File: src/rtl/async_fifo_if.sv
// Producer/consumer bundle for async_fifo; werr/rerr exist only with ASYNC_FIFO_ERR_FLAGS_EN.
interface async_fifo_if #(
    parameter int DSIZE = 32
);
    logic             winc;
    logic [DSIZE-1:0] wdata;
    logic             wfull;
    logic             awfull;
    logic             rinc;
    logic [DSIZE-1:0] rdata;
    logic             rempty;
    logic             arempty;
`ifdef ASYNC_FIFO_ERR_FLAGS_EN
    logic             werr;
    logic             rerr;
`endif

    modport master (
`ifdef ASYNC_FIFO_ERR_FLAGS_EN
        input  werr, rerr,
`endif
        output winc, wdata, rinc,
        input  wfull, awfull, rdata, rempty, arempty
    );

    modport slave (
`ifdef ASYNC_FIFO_ERR_FLAGS_EN
        output werr, rerr,
`endif
        input  winc, wdata, rinc,
        output wfull, awfull, rdata, rempty, arempty
    );
endinterface

File: src/rtl/async_fifo.sv
// Single-clock show-ahead FIFO with registered full/almost-full/empty/almost-empty flags.
// Optional sticky overflow/underflow flags under ASYNC_FIFO_ERR_FLAGS_EN.
module async_fifo #(
    parameter int DSIZE = 32,
    parameter int ASIZE = 4
) (
    input  logic         wclk,
    input  logic         wrst,
    async_fifo_if.slave  bus
);
    localparam int DEPTH = 1 << ASIZE;
    localparam logic [ASIZE:0] CNT_AFULL = (ASIZE+1)'(DEPTH - 1);

    logic [DSIZE-1:0] mem_q [DEPTH];
    logic [ASIZE:0]   waddr_q, waddr_d, raddr_q, raddr_d, cnt_d;
    logic             wfull_q, wfull_d, awfull_q, awfull_d;
    logic             rempty_q, rempty_d, arempty_q, arempty_d;
    logic             wr_en, rd_en;

    // Both operations qualify on the flags already registered this cycle.
    always_comb begin
        wr_en     = bus.winc && !wfull_q;
        rd_en     = bus.rinc && !rempty_q;
        waddr_d   = waddr_q + (ASIZE+1)'(wr_en);
        raddr_d   = raddr_q + (ASIZE+1)'(rd_en);
        cnt_d     = waddr_d - raddr_d;
        wfull_d   = (waddr_d == {~raddr_d[ASIZE], raddr_d[ASIZE-1:0]});
        awfull_d  = (cnt_d == CNT_AFULL);
        rempty_d  = (cnt_d == '0);
        arempty_d = (cnt_d == (ASIZE+1)'(1));
    end

    always_ff @(posedge wclk or posedge wrst) begin
        if (wrst) begin
            waddr_q   <= '0;
            raddr_q   <= '0;
            wfull_q   <= 1'b0;
            awfull_q  <= 1'b0;
            rempty_q  <= 1'b1;
            arempty_q <= 1'b0;
        end else begin
            waddr_q   <= waddr_d;
            raddr_q   <= raddr_d;
            wfull_q   <= wfull_d;
            awfull_q  <= awfull_d;
            rempty_q  <= rempty_d;
            arempty_q <= arempty_d;
        end
    end

    always_ff @(posedge wclk) begin
        if (wr_en) begin
            mem_q[waddr_q[ASIZE-1:0]] <= bus.wdata;
        end
    end

    assign bus.rdata   = mem_q[raddr_q[ASIZE-1:0]];
    assign bus.wfull   = wfull_q;
    assign bus.awfull  = awfull_q;
    assign bus.rempty  = rempty_q;
    assign bus.arempty = arempty_q;

`ifdef ASYNC_FIFO_ERR_FLAGS_EN
    logic werr_q, werr_d, rerr_q, rerr_d;

    always_comb begin
        werr_d = werr_q || (bus.winc && wfull_q);
        rerr_d = rerr_q || (bus.rinc && rempty_q);
    end

    always_ff @(posedge wclk or posedge wrst) begin
        if (wrst) begin
            werr_q <= 1'b0;
            rerr_q <= 1'b0;
        end else begin
            werr_q <= werr_d;
            rerr_q <= rerr_d;
        end
    end

    assign bus.werr = werr_q;
    assign bus.rerr = rerr_q;
`endif
endmodule

File: src/flat_wrapper.sv
// flat-port wrapper written by rule: the top's interface ports become plain ports
module async_fifo_flat 
#(
    parameter int DSIZE = 32,
    parameter int ASIZE = 4
)
  (wclk, wrst, bus_winc, bus_wdata, bus_rinc, bus_wfull, bus_awfull, bus_rdata, bus_rempty, bus_arempty);
  async_fifo_if #(.DSIZE(DSIZE)) bus_i ();
  input  logic wclk;
  input  logic wrst;
  input wire logic [$bits(bus_i.winc)-1:0] bus_winc;
  input wire logic [$bits(bus_i.wdata)-1:0] bus_wdata;
  input wire logic [$bits(bus_i.rinc)-1:0] bus_rinc;
  output wire logic [$bits(bus_i.wfull)-1:0] bus_wfull;
  output wire logic [$bits(bus_i.awfull)-1:0] bus_awfull;
  output wire logic [$bits(bus_i.rdata)-1:0] bus_rdata;
  output wire logic [$bits(bus_i.rempty)-1:0] bus_rempty;
  output wire logic [$bits(bus_i.arempty)-1:0] bus_arempty;
  assign bus_i.winc = bus_winc;
  assign bus_i.wdata = bus_wdata;
  assign bus_i.rinc = bus_rinc;
  assign bus_wfull = bus_i.wfull;
  assign bus_awfull = bus_i.awfull;
  assign bus_rdata = bus_i.rdata;
  assign bus_rempty = bus_i.rempty;
  assign bus_arempty = bus_i.arempty;
  async_fifo #(.DSIZE(DSIZE), .ASIZE(ASIZE)) u_core (.wclk(wclk), .wrst(wrst), .bus(bus_i));
endmodule
File: config.mk
export PLATFORM = sky130hd
export DESIGN_NAME = async_fifo_flat
export DESIGN_NICKNAME = d
export VERILOG_FILES = /design/src/rtl/async_fifo_if.sv /design/src/rtl/async_fifo.sv /design/src/flat_wrapper.sv
export SDC_FILE = /design/constraint.sdc
export NUM_CORES = 1
export LEC_CHECK = 0
export CORE_MARGIN = 8
export CORE_UTILIZATION = 60
export CTS_BUF_LIST = sky130_fd_sc_hd__clkbuf_4 sky130_fd_sc_hd__clkbuf_8
export CTS_CLUSTER_SIZE = 12
export DETAILED_ROUTE_END_ITERATION = 10
export DONT_BUFFER_PORTS = 1
export PLACE_DENSITY_LB_ADDON = 0.1
export SYNTH_ARGS = -nofsm -noshare
export SYNTH_HDL_FRONTEND = slang
export SYNTH_SLANG_ARGS = --single-unit
File: constraint.sdc
create_clock -name wclk -period 5.4 [get_ports wclk]
set_clock_uncertainty 0.2 [all_clocks]
set_input_delay 1.08 -clock wclk [delete_from_list [all_inputs] [get_ports wclk]]
set_output_delay 1.08 -clock wclk [all_outputs]
set_load 0.005 [all_outputs]
### After elaboration in Yosys (flattened, before gate mapping)

Memory sizes are Yosys's and may differ from the RTL's.
Index checks and enable logic that the tools add are counted.

* add/subtract/negate cells: 3
* muxes and demuxes: 2
* bitwise operators: 1
* reduce and logical (&&, ||, !) cells: 5
* eq/ne operators: 3

Operator list (number)
* $add 5x1->5: 2
* $eq 5x1->1 const B: 1
* $eq 5x4->1 const B: 1
* $eq 5x5->1: 1
* $logic_not 5->1: 1
* $sub 5x5->5: 1
* $logic_and 1x1->1: 2
* $logic_not 1->1: 2
* $mux 1: 2
* $not 1->1: 1

* memories: 1
* output and inout bits: 36
* memory bits (writable): 512
* word-level logic and storage cells: 21
* input port bits: 36
* register bits after elaboration: 14

Memories
* u_core.mem_q: words 16, width 32, read ports 1, clocked after memory_dff 0, write ports 1, line async_fifo.sv:14 `logic [DSIZE-1:0] mem_q [DEPTH];`

### Longest topological paths before layout

Gate-level depths: netlist of run 1.

* depth after elaboration: 5
* depth in mapped cells: 11
* depth with buffers taken out: 10

### Worst setup path after synthesis of run 1

No wires, ideal clock.

* kind: input to register
* from: in bus_winc
* to: mem u_core.mem_q[0][0], enable pin
* library setup time: 461 ps
* buffers on the path: 0
* data required time: 4739 ps
* slack: 784 ps
* stages: 3
* arrival time: 3955 ps
* cells stage by stage: nor2b_1 or3b_1 nor3_1

* longest elaborated chain between the ends: 3

RTL lines
* start, declared: line flat_wrapper.sv:11 `input wire logic [$bits(bus_i.winc)-1:0] bus_winc;`
* $logic_and 1x1->1: line async_fifo.sv:22 `wr_en = bus.winc && !wfull_q;`
* $mux 1: line async_fifo.sv:52 `if (wr_en) begin`
* $mux 1 (implied by the code): line async_fifo.sv:53 `mem_q[waddr_q[ASIZE-1:0]] <= bus.wdata;`
* end, declared: line async_fifo.sv:14

Every way passes these cells.

### Worst setup path after layout of run 1

* from: reg u_core.raddr_q[0]
* to: out bus_rdata[7]

* longest elaborated chain between the ends: 1

RTL lines
* start, declared: line async_fifo.sv:15 `logic [ASIZE:0] waddr_q, waddr_d, raddr_q, raddr_d, cnt_d;`
* start signal, assigned: line async_fifo.sv:43 `raddr_q <= raddr_d;`
* $mem_v2 16x32
* end, declared: line flat_wrapper.sv:16 `output wire logic [$bits(bus_i.rdata)-1:0] bus_rdata;`

Every way passes these cells.

==> out/metrics.cfg, run 1 <==
[place]
place_ws_ns = 1.597
io_buffer_count = 0
final_wtd_congestion = 0.7564
placed_wire_length_estimate_after_detailed_placement_um = 22640

[synth]
synth.distinct_cells = 31
synth.avg_cell_area_um2 = 25.09
synth_seq_cells = 526
synth.yosys.seq_area_share_pct = 78.65
synth_fp_nets = 840
syn_inst = 797
synthesis.yosys.warnings = 0
synth.cell_area_um2 = 19990

[global_route]
grt.total_usage_pct = 21.64
antenna_found_initial = 0
grt_pass1_vias = 9382
overall_overflow_remaining_after_global_route = 0
grt_first_pass_wirelength_um = 60230
grt_start_max_net_pins = 58

[timing]
final_worst_path_period_share_pct = 81.19
final_period_minus_worst_setup_slack_ns = 4.384
hold_viol_final = 0
post-route-worst-setup-slack_ns = 1.016
final-max-slew-violation-count = 0
rsz0062_at_grt = false
tightest_slew_ns = 0.9786
timing.max_slew.rel_slack_pct = 34.61
totalNegativeSetupSlack_ns = 0
setup_viol = 0
fmaxAchievable_ghz = 0.2281

[routing]
first_iter_violations = 764
drtAntennaViolNets = 0
drc_errors = 0
first_pass_iters = 4
detail_route.wl_per_cell_um = 29.66
routed-via-count = 8689
finalWirelength_um = 40930
routed_via_density = 6.296

[cts]
worst_skew_pair.late_latency_ns = 0.61
clock-sinks = 526
cts_hold_buffers = 0
tritoncts.num_buffers = 81
cts_max_path_buffers = 3
cts_root_buf = sky130_fd_sc_hd__clkbuf_8
htree_levels = 3
postCtsSetupRepairBufs = 0
cts.repair.resized = 0
cts_tree = done
clk_pin_slew_worst_paths_ns = 0.06

[floorplan]
die_h_um = 198.5
core_region_area_um2 = 33200
die_area_um2 = 39420
initial_utilization_pct = 60.23
dieWidth_um = 198.5
pin_count = 72
fp-row-count = 67

[finish]
syn_to_final_growth_pct = 11.64
final_common_cell = sky130_fd_sc_hd__edfxtp_1
drive_gt1_share_pct = 36.91
fill_cells = 2085
final_nets = 916
layout.cells.most_common_list = sky130_fd_sc_hd__edfxtp_1, sky130_fd_sc_hd__mux4_2, sky130_fd_sc_hd__clkbuf_8
antenna_cells = 0

[status]
outcome = complete, no violations

[setup_path]
start_kind = register
critical_path_class = reg2out
timing.critical_path.cells = buf_4, mux4_2, mux4_2
register_to_register_setup_slack_ns = 2.11
worst_path_most_repeated_cell = sky130_fd_sc_hd__mux4_2
critical_path_required_ns = 4.12
crit_path_top_delay_cell = sky130_fd_sc_hd__dfrtp_4
cp.arrival_ns = 3.10
worstPathMaxFanout = 39
slowest_delay_ns = 0.96
critPathCaptureType = primary output

[flow_run]
max-cap-violations = 0

[power_and_ir_drop]
p_leak_nw = 7.014
ir_drop_uv = 505.1
power.density_nw_per_um2 = 523.5

[worst_hold_path]
min_path_type = in2async

-- flip-flops by register name, indices dropped and copies added (netlist names) --
signal	flops
u_core.bus.arempty	1
u_core.bus.awfull	1
u_core.bus.rempty	1
u_core.bus.wfull	1
u_core.mem_q	512
u_core.raddr_q	5
u_core.waddr_q	5
-- cell type report --
| cell class | instances | area [um^2] | share of cell area (%) |
|---|---|---|---|
| clock buffer | 123 | 1474 | 6.603 |
| clock inverter | 19 | 82.58 | 0.3700 |
| inverter | 5 | 18.77 | 0.08408 |
| multi-input combinational | 229 | 4187 | 18.76 |
| sequential | 526 | 15740 | 70.50 |
| tap | 448 | 560.5 | 2.511 |
| timing repair buffer | 30 | 262.8 | 1.177 |
-- report_power, final --
| group | internal (W) | leakage (nW) | total (W) | switching (W) |
|---|---|---|---|---|
| combinational | 0.00162 | 1.38 | 0.00315 | 0.00153 |
| sequential | 0.00498 | 4.79 | 0.00539 | 0.000409 |
| clock | 0.00173 | 0.836 | 0.00315 | 0.00142 |
-- per-stage QoR --
step	instance area [um^2]	utilization, %	total power [W]	instances	hold slack, ns
2_1_floorplan	19990	-	0.007719	797	0.2617
3_3_place_gp	20760	62.55	0.008584	1238	0.2812
3_5_place_dp	20760	62.55	0.008690	1238	0.2814
4_1_cts	22320	67.24	0.01183	1380	0.1586
5_1_grt	22320	67.24	0.01222	1380	0.2077
6_report	22320	67.24	0.01169	1380	0.1950
-- path summary, 6_finish.rpt --
check	to	cells after the start	start
max	bus_rdata[7]	3	u_core.raddr_q[0]
min	u_core.raddr_q[3]	1	wrst
max reg2reg	u_core.bus.awfull	9	u_core.raddr_q[2]
min reg2reg	u_core.raddr_q[4]	1	u_core.raddr_q[4]
max in group asynchronous	u_core.raddr_q[1]	1	wrst
min in group wclk	u_core.raddr_q[4]	1	u_core.raddr_q[4]
-- cells by family after synthesis --
group | after synthesis | share of synthesized area [%]
fa+ha+maj | 7 | 0.4380
compound gates | 7 | 0.2003
simple gates | 43 | 1.126
buf+inv | 42 | 0.9574
xor+xnor | 12 | 0.6008
flops | 526 | 78.65
mux | 160 | 18.02
-- cell usage after synthesis --
cell type,count,share of area (%)
sky130_fd_sc_hd__xor2_2,1,0.081
sky130_fd_sc_hd__nor2_1,14,0.26
sky130_fd_sc_hd__buf_1,5,0.094
sky130_fd_sc_hd__and3_1,1,0.031
sky130_fd_sc_hd__clkinv_1,1,0.019
sky130_fd_sc_hd__or3b_1,1,0.044
sky130_fd_sc_hd__buf_2,15,0.38
sky130_fd_sc_hd__buf_6,2,0.11
sky130_fd_sc_hd__nand2_1,3,0.056
sky130_fd_sc_hd__o21ai_0,2,0.050
sky130_fd_sc_hd__mux4_2,160,18
sky130_fd_sc_hd__nor2b_1,4,0.13
sky130_fd_sc_hd__o31a_1,1,0.044
sky130_fd_sc_hd__clkbuf_1,15,0.28
sky130_fd_sc_hd__xnor2_1,8,0.35
sky130_fd_sc_hd__nor4_1,2,0.063
sky130_fd_sc_hd__inv_1,4,0.075
sky130_fd_sc_hd__xnor2_2,1,0.081
sky130_fd_sc_hd__xor2_1,2,0.088
sky130_fd_sc_hd__a31oi_1,1,0.031
sky130_fd_sc_hd__o21ai_1,2,0.050
sky130_fd_sc_hd__nor4b_2,1,0.075
sky130_fd_sc_hd__ha_1,7,0.44
sky130_fd_sc_hd__edfxtp_1,512,77
sky130_fd_sc_hd__a21oi_1,1,0.025
sky130_fd_sc_hd__dfrtp_1,13,1.6
sky130_fd_sc_hd__nand2b_1,3,0.094
sky130_fd_sc_hd__nor3_1,6,0.15
sky130_fd_sc_hd__nand3_1,6,0.15
sky130_fd_sc_hd__dfstp_2,1,0.13
sky130_fd_sc_hd__nand3b_1,2,0.075
-- worst max-delay path, delay by kind of cell, from the launching register on --
kind / cells / cell delay (ns)
buffers and inverters: 1 / 0.41
multiplexers: 2 / 1.07
flip-flops: 1 / 0.96
-- metal layers --
metal	share of wire, %	up-vias	wire length (um)	track usage [%]
li1	-	3610	-	-
met1	38	4672	15470	27.24
met2	52	332	21260	36.72
met3	8.0	75	3261	5.397
met4	2.3	0	939	7.494
met5	0	-	0	0
(Power assumes the default switching activity.)
==> run 2, diff against run 1 <==
==> constraint.sdc (replaced) <==
create_clock -name wclk -period 4.5 [get_ports wclk]
set_clock_uncertainty 0.2 [all_clocks]
set_input_delay 0.9 -clock wclk [delete_from_list [all_inputs] [get_ports wclk]]
set_output_delay 0.9 -clock wclk [all_outputs]
set_load 0.005 [all_outputs]
==> run 2 against run 1 <==
  * Register-to-register slack lost 0.68 ns
  * Largest power group unchanged
  * Final cell count grew 0.51%
  * Critical path type unchanged
  * Clock power grew 22%
  * Combinational power grew 26%
  * Non-clock buffer count grew 4
  * Worst setup slack lost 0.51 ns
  * Sequential share of layout area shrank 0.55 points
  * Die area is the same
  * Sequential power grew 18%
==> out/metrics.cfg, run 2 (synthesis gave the netlist of run 1 again) <==
[status]
outcome = complete, no violations

[global_route]
grt_start_max_net_pins = 41
grt_pass1_vias = 9411
grt.total_usage_pct = 21.24
overall_overflow_remaining_after_global_route = 0
grt_first_pass_wirelength_um = 59460
antenna_found_initial = 0

[power_and_ir_drop]
netSwitchingFraction_pct = 28.68
switching_power_w = 0.004061
power.clock.fraction_pct = 27.0
power.density_nw_per_um2 = 629.4
pwr-share-comb_pct = 28.0
share_seq_of_total_power_pct = 45.0
cellInternalPower_w = 0.01010
ir_drop_uv = 521.8
p_leak_nw = 7.065

[routing]
drtAntennaViolNets = 0
first_iter_violations = 630
routed_via_density = 6.245
first_pass_iters = 4
detail_route.wl_per_cell_um = 29.03
routed-via-count = 8662
drc_errors = 0
finalWirelength_um = 40270

[setup_path]
start_kind = register
slowest_delay_ns = 0.83
critical_path_class = reg2out
crit_path_top_delay_cell = sky130_fd_sc_hd__dfrtp_4
worstPathMaxFanout = 25
critPathCaptureType = primary output
worst_path_most_repeated_cell = sky130_fd_sc_hd__mux4_2
timing.critical_path.cells = buf_4, mux4_2, mux4_2
worst-r2r-cell-count = 9
critical_path_required_ns = 3.40
cp.arrival_ns = 2.89

[cts]
clock-sinks = 526
postCtsSetupRepairBufs = 0
tritoncts.num_buffers = 81
cts_tree = done
cts_max_path_buffers = 3
cts_hold_buffers = 0
worst_skew_pair.late_latency_ns = 0.59
cts_root_buf = sky130_fd_sc_hd__clkbuf_8
clk_pin_slew_worst_paths_ns = 0.06
htree_levels = 3
cts.repair.resized = 0

[finish]
fill_cells = 2082
layout.cells.most_common_list = sky130_fd_sc_hd__edfxtp_1, sky130_fd_sc_hd__mux4_2, sky130_fd_sc_hd__clkbuf_8
antenna_cells = 0
design_area_um2 = 22500
final_common_cell = sky130_fd_sc_hd__edfxtp_1
largest_register_ffs = 512
drive_gt1_share_pct = 36.10
syn_to_final_growth_pct = 12.52
final_nets = 920
final_std_cells_w_o_fill = 1387

[place]
place.detailed.instances = 1242
io_buffer_count = 0
post_dp_cell_area_um2 = 20920
placed_wire_length_estimate_after_detailed_placement_um = 21640
final_wtd_congestion = 0.7770

[timing]
fmaxAchievable_ghz = 0.2503
hold_viol_final = 0
tightest_slew_ns = 0.7841
final_period_minus_worst_setup_slack_ns = 3.995
totalNegativeSetupSlack_ns = 0
setup_viol = 0
timing.max_slew.rel_slack_pct = 47.60
rsz0062_at_grt = false
final_worst_path_period_share_pct = 88.78
whs_ns = 0.02964
final-max-slew-violation-count = 0

[floorplan]
die_h_um = 198.5
die_area_um2 = 39420
core_region_area_um2 = 33200
pin_count = 72
initial_utilization_pct = 60.23
dieWidth_um = 198.5
fp-row-count = 67

[flow_run]
max-cap-violations = 0

[worst_hold_path]
min_path_type = in2async

run 2: cell count changes in the layout (fill, tap and decap cells not counted):
| cell | before | now |
|---|---|---|
| sky130_fd_sc_hd__buf_4 | 27 | 21 |
| sky130_fd_sc_hd__bufinv_16 | 0 | 2 |
| sky130_fd_sc_hd__clkinv_2 | 6 | 4 |
| sky130_fd_sc_hd__clkinv_1 | 13 | 25 |
| sky130_fd_sc_hd__clkbuf_8 | 88 | 87 |
| sky130_fd_sc_hd__buf_12 | 3 | 13 |
| sky130_fd_sc_hd__clkbuf_4 | 35 | 27 |
run 2: path summary, 6_finish.rpt:
kind	start	end	slack (ns)
setup / recovery	u_core.raddr_q[0]	bus_rdata[7]	0.51
hold / removal	wrst	u_core.bus.awfull	0.03
setup reg to reg	u_core.raddr_q[0]	u_core.bus.awfull	1.43
hold reg to reg	u_core.raddr_q[4]	u_core.raddr_q[4]	0.29
max in group asynchronous	wrst	u_core.raddr_q[0]	3.68
min in group wclk	bus_wdata[29]	u_core.mem_q[0][29]	0.18
run 2: power groups by stage:
stage | Clock [W] | Combinational [W] | Sequential, W
finish | 0.00383 | 0.00396 | 0.00637
global route | 0.00412 | 0.00425 | 0.00642
CTS | 0.00391 | 0.00406 | 0.00638
detailed placement | 0 | 0.00404 | 0.00648
global placement | 0 | 0.00396 | 0.00644
floorplan | 0 | 0.00308 | 0.00618
run 2: final cells by class:
cell class / count / area [um^2] / share of cell area (%)
sequential: 526 / 15740 / 69.95
multi-input combinational: 229 / 4187 / 18.61
clock buffer: 114 / 1400 / 6.223
tap: 448 / 560.5 / 2.492
timing repair buffer: 34 / 417.9 / 1.858
clock inverter: 31 / 177.7 / 0.7897
inverter: 5 / 18.77 / 0.08342
run 2: routing by layer:
layer  up-vias  global-route usage, %  wire length (um)  part of all wire, %
li1       3622                      -                 -                    -
met1      4677                  27.05             15850                   39
met2       297                  35.88             20690                   51
met3        66                  5.329              2889                  7.2
met4         0                  6.972               832                  2.1
met5         -                      0                 0                    0
run 2: metrics by stage:
stage,util [%],power (W),worst slack [ns]
2_1_floorplan,-,0.009263,0.06434
3_3_place_gp,63.02,0.01039,1.091
3_5_place_dp,63.02,0.01052,1.062
4_1_cts,67.77,0.01435,0.3912
5_1_grt,67.77,0.01479,0.3371
6_report,67.77,0.01416,0.5050
run 2: worst max-delay path, delay by kind of cell (launching register included):
kind	cells	cell delay, ns
mux	2	1.08
flops	1	0.83
buf+inv	1	0.39
==> run 3, diff against run 2 <==
--- a/config.mk
+++ b/config.mk
@@ -11,7 +11,7 @@
 export CTS_CLUSTER_SIZE = 12
 export DETAILED_ROUTE_END_ITERATION = 10
 export DONT_BUFFER_PORTS = 1
-export PLACE_DENSITY_LB_ADDON = 0.1
+export PLACE_DENSITY = 0.76
 export SYNTH_ARGS = -nofsm -noshare
 export SYNTH_HDL_FRONTEND = slang
 export SYNTH_SLANG_ARGS = --single-unit
==> run 3 against run 2 <==
  * Worst setup slack worse by 0.11 ns
  * Count of clock-buffer cells in the layout decreased by 10
  * Routed wire length rose by 0.13%
  * Die area stayed put
  * Non-clock buffer count down 7
  * Total power is 1.0% lower
  * Sequential cell count unchanged
  * Utilization down 0.44 points
  * Sequential power is 0.9% higher
  * Final cell count decreased by 0.79%
  * First-iteration DRC count up 34%
  * Clock power is 3% lower
==> out/metrics.cfg, run 3 (synthesis gave the netlist of run 1 again) <==
[global_route]
antenna_found_initial = 0
grt_first_pass_wirelength_um = 59420
overall_overflow_remaining_after_global_route = 0
grt.total_usage_pct = 21.10
grt_pass1_vias = 9347
grt_start_max_net_pins = 74

[routing]
routed-via-count = 8797
finalWirelength_um = 40320
drc_errors = 0
detail_route.wl_per_cell_um = 29.30
drtAntennaViolNets = 0
first_iter_violations = 843
first_pass_iters = 5
routed_via_density = 6.393

[finish]
syn_to_final_growth_pct = 11.79
fill_cells = 1980
largest_register_ffs = 512
layout.cells.most_common_list = sky130_fd_sc_hd__edfxtp_1, sky130_fd_sc_hd__mux4_2, sky130_fd_sc_hd__clkbuf_8
antenna_cells = 0
final_nets = 912
drive_gt1_share_pct = 35.88
final_common_cell = sky130_fd_sc_hd__edfxtp_1

[timing]
totalNegativeSetupSlack_ns = 0
setup_viol = 0
timing.max_slew.rel_slack_pct = 38.18
post-route-worst-setup-slack_ns = 0.3973
final-max-slew-violation-count = 0
final_worst_path_period_share_pct = 91.17
rsz0062_at_grt = false
final_period_minus_worst_setup_slack_ns = 4.103
whs_ns = 0.03046
fmaxAchievable_ghz = 0.2437
tightest_slew_ns = 0.9251
hold_viol_final = 0

[floorplan]
dieWidth_um = 198.5
die_h_um = 198.5
pin_count = 72
die_area_um2 = 39420
core_region_area_um2 = 33200
fp-row-count = 67
initial_utilization_pct = 60.23

[setup_path]
register_to_register_setup_slack_ns = 1.12
critical_path_class = reg2out
worstPathMaxFanout = 35
cp.arrival_ns = 3.00
r2r-end = u_core.bus.awfull
start_kind = register
worst-r2r-cell-count = 9
reg_to_reg_startpoint = u_core.raddr_q[1]
critPathCaptureType = primary output
critical_path_required_ns = 3.40

[cts]
cts.repair.resized = 0
cts_root_buf = sky130_fd_sc_hd__clkbuf_8
cts_hold_buffers = 0
worst_skew_pair.late_latency_ns = 0.59
htree_levels = 3
postCtsSetupRepairBufs = 0
tritoncts.num_buffers = 80
clock-sinks = 526
clk_pin_slew_worst_paths_ns = 0.06
cts_tree = done
cts_max_path_buffers = 3

[place]
io_buffer_count = 0
placed_wire_length_estimate_after_detailed_placement_um = 22110
place_ws_ns = 0.9692
final_wtd_congestion = 0.7959

[power_and_ir_drop]
p_leak_nw = 6.977
power.density_nw_per_um2 = 627.2
ir_drop_uv = 480.9

[flow_run]
max-cap-violations = 0

[worst_hold_path]
min_path_type = in2async

[status]
outcome = complete, no violations

-- run 3: power by group --
part	switching [W]	leakage, nW	internal, W	total, W
Sequential	0.000453	4.79	0.00597	0.00643
Clock	0.00172	0.793	0.00199	0.00372
Combinational	0.00191	1.39	0.00196	0.00387
-- run 3: how the worst max path moves through the flow --
stage                       from  slack, ns            endpoint  depth (start not counted)
6_report       u_core.raddr_q[0]       0.40       bus_rdata[13]                          3
5_1_grt        u_core.raddr_q[0]       0.21       bus_rdata[13]                          3
4_1_cts        u_core.raddr_q[0]       0.31       bus_rdata[13]                          3
3_5_place_dp   u_core.raddr_q[0]       0.97        bus_rdata[0]                          3
3_3_place_gp   u_core.raddr_q[0]       1.01       bus_rdata[13]                          3
2_1_floorplan           bus_winc       0.06  u_core.mem_q[0][0]                          3
-- run 3: through the flow --
stage	instances	cell area [um^2]	power [W]	utilization (%)
final	1376	22350	0.01402	67.33
after global routing	1376	22350	0.01460	67.33
after CTS	1376	22350	0.01415	67.33
after detailed placement	1235	20830	0.01047	62.75
after global placement	1235	20830	0.01027	62.75
after floorplan	797	19990	0.009263	-
-- run 3: cell type report --
cell class	instances	area, um^2	area share (%)
flip-flops and latches	526	15740	70.40
multi-input cells	229	4187	18.73
clock buffers	104	1294	5.788
well taps	448	560.5	2.508
repair buffers	27	327.8	1.467
clock inverters	37	227.7	1.019
inverters	5	18.77	0.08397
-- run 3: metal layers --
metal	track usage (%)	part of all wire (%)	wire length, um	vias up
li1	-	-	-	3606
met1	27.58	38	15420	4669
met2	34.40	50	20270	443
met3	6.006	9.4	3794	79
met4	6.780	2.1	828	0
met5	0	0	0	-
-- run 3: worst max-delay path, cell delays in order (launching register included) --
cell and delay [ns]:
sky130_fd_sc_hd__dfrtp_4 0.88, sky130_fd_sc_hd__buf_12 0.34, sky130_fd_sc_hd__mux4_2 0.57, sky130_fd_sc_hd__mux4_2 0.54
